File: src/rtl/mem_arbiter.sv
// Arbiter/sequencer for the shared main-memory port: I-cache refill vs D-cache refill/writeback.
// One access at a time, fixed latency, one-cycle ready pulse back to the granted side.
module mem_arbiter #(
  parameter int unsigned ADDR_W  = 32,
  parameter int unsigned LINE_W  = 128,
  parameter int unsigned MEM_LAT = 10
) (
  input  logic              clk,
  input  logic              reset,
  input  logic              ic_req,
  input  logic [ADDR_W-1:0] ic_addr,
  output logic              ic_ready,
  output logic [LINE_W-1:0] ic_rdata,
  input  logic              dc_req,
  input  logic              dc_we,
  input  logic [ADDR_W-1:0] dc_addr,
  input  logic [LINE_W-1:0] dc_wdata,
  output logic              dc_ready,
  output logic [LINE_W-1:0] dc_rdata,
  output logic              mem_en,
  output logic              mem_we,
  output logic [ADDR_W-1:0] mem_addr,
  output logic [LINE_W-1:0] mem_wdata,
  input  logic [LINE_W-1:0] mem_rdata,
  output logic              busy
);

  localparam int unsigned CNT_W = $clog2(MEM_LAT) + 1;
  localparam logic GNT_IC = 1'b0;
  localparam logic GNT_DC = 1'b1;

  typedef enum logic [1:0] {S_IDLE, S_BUSY, S_DONE} state_e;

  state_e             state_q, state_d;
  logic [CNT_W-1:0]   cnt_q, cnt_d;
  logic               last_q, last_d;
  logic               gnt_q, gnt_d;
  logic               we_q, we_d;
  logic [ADDR_W-1:0]  addr_q, addr_d;
  logic [LINE_W-1:0]  wdata_q, wdata_d;
  logic [LINE_W-1:0]  ic_rdata_q, ic_rdata_d;
  logic [LINE_W-1:0]  dc_rdata_q, dc_rdata_d;
  logic               mem_en_q, mem_en_d;
  logic               mem_we_q, mem_we_d;
  logic               ic_ready_q, ic_ready_d;
  logic               dc_ready_q, dc_ready_d;
  logic               busy_q, busy_d;
  logic               gnt_sel;

  // Next-state: grant/latch in IDLE, count down in BUSY, one DONE cycle for the ready pulse
  always_comb begin
    state_d    = state_q;
    cnt_d      = cnt_q;
    last_d     = last_q;
    gnt_d      = gnt_q;
    we_d       = we_q;
    addr_d     = addr_q;
    wdata_d    = wdata_q;
    ic_rdata_d = ic_rdata_q;
    dc_rdata_d = dc_rdata_q;
    gnt_sel    = GNT_IC;

    case (state_q)
      S_IDLE: begin
        if (ic_req || dc_req) begin
          // On a tie, the side that did not get the previous grant wins
          gnt_sel = (ic_req && dc_req) ? ~last_q : dc_req;
          gnt_d   = gnt_sel;
          last_d  = gnt_sel;
          addr_d  = (gnt_sel == GNT_DC) ? dc_addr : ic_addr;
          we_d    = (gnt_sel == GNT_DC) && dc_we;
          wdata_d = (gnt_sel == GNT_DC) ? dc_wdata : '0;
          cnt_d   = CNT_W'(MEM_LAT - 1);
          state_d = S_BUSY;
        end
      end
      S_BUSY: begin
        if (cnt_q == '0) begin
          if (!we_q) begin
            if (gnt_q == GNT_DC) dc_rdata_d = mem_rdata;
            else                 ic_rdata_d = mem_rdata;
          end
          state_d = S_DONE;
        end else begin
          cnt_d = cnt_q - CNT_W'(1);
        end
      end
      S_DONE:  state_d = S_IDLE;
      default: state_d = S_IDLE;
    endcase

    // Moore outputs decoded from the next state so they leave straight from flops
    mem_en_d   = (state_d == S_BUSY);
    mem_we_d   = (state_d == S_BUSY) && we_d;
    busy_d     = (state_d != S_IDLE);
    ic_ready_d = (state_d == S_DONE) && (gnt_d == GNT_IC);
    dc_ready_d = (state_d == S_DONE) && (gnt_d == GNT_DC);
  end

  always_ff @(posedge clk or negedge reset) begin
    if (!reset) begin
      state_q    <= S_IDLE;
      cnt_q      <= '0;
      last_q     <= GNT_IC;
      gnt_q      <= GNT_IC;
      we_q       <= 1'b0;
      addr_q     <= '0;
      wdata_q    <= '0;
      ic_rdata_q <= '0;
      dc_rdata_q <= '0;
      mem_en_q   <= 1'b0;
      mem_we_q   <= 1'b0;
      ic_ready_q <= 1'b0;
      dc_ready_q <= 1'b0;
      busy_q     <= 1'b0;
    end else begin
      state_q    <= state_d;
      cnt_q      <= cnt_d;
      last_q     <= last_d;
      gnt_q      <= gnt_d;
      we_q       <= we_d;
      addr_q     <= addr_d;
      wdata_q    <= wdata_d;
      ic_rdata_q <= ic_rdata_d;
      dc_rdata_q <= dc_rdata_d;
      mem_en_q   <= mem_en_d;
      mem_we_q   <= mem_we_d;
      ic_ready_q <= ic_ready_d;
      dc_ready_q <= dc_ready_d;
      busy_q     <= busy_d;
    end
  end

  assign ic_ready  = ic_ready_q;
  assign ic_rdata  = ic_rdata_q;
  assign dc_ready  = dc_ready_q;
  assign dc_rdata  = dc_rdata_q;
  assign mem_en    = mem_en_q;
  assign mem_we    = mem_we_q;
  assign mem_addr  = addr_q;
  assign mem_wdata = wdata_q;
  assign busy      = busy_q;

endmodule

File: config.mk
export PLATFORM = sky130hd
export DESIGN_NAME = mem_arbiter
export DESIGN_NICKNAME = d
export VERILOG_FILES = /design/src/rtl/mem_arbiter.sv
export SDC_FILE = /design/constraint.sdc
export NUM_CORES = 1
export LEC_CHECK = 0
export CAP_MARGIN = 15
export CELL_PAD_IN_SITES_DETAIL_PLACEMENT = 1
export CELL_PAD_IN_SITES_GLOBAL_PLACEMENT = 1
export CORE_AREA = 2 2 292 294
export CTS_CLUSTER_DIAMETER = 120
export DETAILED_ROUTE_END_ITERATION = 8
export DIE_AREA = 0 0 294 296
export GPL_TIMING_DRIVEN = 1
export PLACE_DENSITY = 0.58
export SETUP_SLACK_MARGIN = 0.05
export SYNTH_ARGS = -nofsm -noshare
export SYNTH_HDL_FRONTEND = slang
export SYNTH_SLANG_ARGS = --single-unit
export TNS_END_PERCENT = 10
File: constraint.sdc
create_clock -name clk -period 3.9 [get_ports clk]
set_input_delay 0.78 -clock clk [delete_from_list [all_inputs] [get_ports clk]]
set_output_delay 0.78 -clock clk [all_outputs]
set_load 0.02 [all_outputs]
==> impl_metrics.yaml <==
worst_setup_path:
  critPathKind: "flip-flop to flip-flop"
  crit_slowest_cell: "or4b_4"
  cp_max_fo: 105
  required_ps: 4370
  cp_slowest_stage_delay_ps: 540
  worstSetupStartpointType: "flip-flop"
  arrival_ps: 3180
  path_buf_inv: 2
  worstSetupEndpointType: "flip-flop"
  crit_chain: "inv_1 -> ha_1 -> or4b_4 -> nor4_4 -> buf_12 -> mux2_2"
  reg2reg_slack_ps: 1190
  cp_top_family: "simple AND/OR/NAND/NOR gates"
synth:
  netlist_top_cells_count: "dfrtp_1 (431), mux2_2 (257), a22o_1 (128)"
  yosys-top-cells-area: "dfrtp_1 (67%), mux2_2 (18%), a22o_1 (6.9%), o21ai_0 (2.1%), mux2i_1 (2.0%)"
  avgSynthCellArea_sq_um: 15.7
  synthCells: 1026
  yosys.area.top_type: "dfrtp_1"
  yosysWarnings: 0
  synth_edf_count: 0
  ys_seq_area_share_pct: 66.8
  syn-num-nets: 1352
  synthFlopType: "dfrtp_1"
  synth_top_area_share_pct: 66.8
  ys_types: 34
  syn-cell-area_sq_um: 16100
  yosysMostFrequentCell: "dfrtp_1"
  ys_async_sr_fraction_pct: 100
  ys_ff_latch: 431
global_route:
  grt_overflow: 0
  grt_use_total_pct: 13.3
  grt_max_degree: 110
  antenna_found_initial: 7
  grt_pass1_vias: 13500
  grt_first_pass_wirelength_um: 88300
floorplanning:
  core_area_sq_um: 84200
  die_area_sq_um: 87000
  io_pins: 746
  fp.dieH_um: 296
  rows: 107
  die_x_um: 294
  start_util_pct: 19.2
cells_and_area:
  multiInputGateArea_sq_um: 4950
  area_delta_synth_final_pct: 64.8
  register_area_sq_um: 10800
  drive_gt1_share_pct: 20.3
  fin_nets: 2104
  fillers: 8934
timing:
  fin_crit_sh_pct: 69.5
  rsz0062_at_grt: "false"
  hold_viol: 0
  tightest_slew_ps: 889
  fin_crit_ps: 2710
  skew_ps: 31.1
  setup_violations: 0
  max_freq_mhz: 369
  slew_headroom_pct: 40.7
  maxSlewViolCount: 0
  fin_tns_setup_ps: 0
  whs_ps: 230
clocking:
  cts_resized: 0
  cts_setup_buffers: 0
  clk_latency_ps: 590
  h-tree-depth: 2
  path_clk_slew_ps: 60
  cts_tree: "built"
  cts_buffers: 52
  cts.sinks: 431
  cts-root-buf: "clkbuf_16"
  holdBufCountCts: 0
  clock_path_buffers: 3
place:
  port_buffers: 745
  dp_hpwl_um: 44600
  gp_congestion: 0.788
power:
  intPower_w: 0.0150
  seqPwrFrac_pct: 33.2
  comb_power_share_pct: 46.6
  power_leakage_nw: 11.1
  p_clk_share_pct: 20.2
  total_power_w: 0.0235
  p_sw_w: 0.00855
  swShare_pct: 36.3
  power_density_nw_per_um2: 885
  peakVddDrop_uv: 364
drt:
  routedWlPerCell_um: 20.7
  wl_um: 60200
  routed_via_density: 4.07
  first_iter_violations: 231
  drc: 0
  first_pass_iters: 4
  vias: 11900
  drtAntennaViolNets: 0
hold_path:
  hold_path.class: "input port to async pin"
flow_run:
  maxCapViolCount: 0
run_status:
  status: "complete, no violations"
## worst register-to-register path, cell delays in order (launching register included)
cell and delay (ps):
dfrtp_1 390, inv_1 90, ha_1 250, or4b_4 540, nor4_4 230, buf_12 380, mux2_2 740
## area by class of cell
cell class / count / area share, %
flip-flops and latches: 431 / 40.6
repair buffers: 771 / 29.3
multi-input cells: 518 / 18.6
clock buffers: 80 / 5.71
well taps: 1090 / 5.13
clock inverters: 16 / 0.588
inverters: 4 / 0.0565
diodes: 3 / 0.0282
## sequential cells by signal, indices dropped and copies added (netlist names)
register and cells:
dc_rdata 128, ic_rdata 128, mem_we 1, mem_addr 32, dc_ready 1, gnt_q 1
we_q 1, busy 1, state_q 2, mem_en 1, ic_ready 1, mem_wdata 128
last_q 1, cnt_q 5
## metrics by stage
stage	cells	util [%]	setup WS (ps)	instance area [sq um]
floorplan	1026	-	1780	16100
global placement	2814	29.6	1150	24900
detailed placement	2814	29.6	1080	24900
CTS	2910	31.6	1200	26600
global route	2913	31.6	1080	26600
finish	2913	31.6	1190	26600
## cells in the final DEF (no fill, tap or decap), types with 3 or more instances in the layout
cell type        netlist  final
mux2i_1               32     32
inv_6                  0      3
diode_2                0      3
mux2_2               257    257
clkbuf_8               0      9
buf_4                  1     15
o21ai_0               68     68
dfrtp_1              431    431
a22o_1               128    128
buf_12                 0     11
clkinv_2               0      8
inv_1                  4      4
clkbuf_1              35     18
clkbuf_16              0     53
nand2_1                3      3
clkdlybuf4s50_1        0    744
## power groups by stage
stage                     Combinational, W  Clock, W  Sequential [W]
final                               0.0110   0.00474         0.00781
after global routing                0.0116   0.00510         0.00811
after floorplan                    0.00267         0          0.0102
after detailed placement            0.0112         0         0.00786
after CTS                           0.0112   0.00494         0.00784
after global placement              0.0110         0         0.00776
## worst paths after layout
path | from | to | cells past startpoint
worst min register to register | state_q[1] | dc_ready | 1
worst max-delay path | cnt_q[0] | ic_rdata[19] | 6
min in group clk | state_q[1] | dc_ready | 1
worst max register to register | cnt_q[0] | ic_rdata[19] | 6
worst min-delay path | reset | mem_wdata[74] | 1
max in group asynchronous | reset | busy | 2
## per-layer routing
metal	up-vias	track usage [%]	routed length [um]
li1	5264	-	-
met2	439	24.2	31800
met4	8	4.38	1680
met5	-	0	50
met3	100	4.54	4700
met1	6042	14.4	22000
## cell families (layout without fill, tap and decap cells)
logic type / Yosys count / in the layout / synth area share (%)
compound gates: 209 / 209 / 9.70
simple gates: 19 / 19 / 0.876
fa+ha+maj: 1 / 1 / 0.0775
mux: 289 / 289 / 19.9
buf+inv: 77 / 871 / 2.59
flops: 431 / 431 / 66.8
other cells: 0 / 3 / 0
Note: power is estimated with default switching activity, not from simulation.
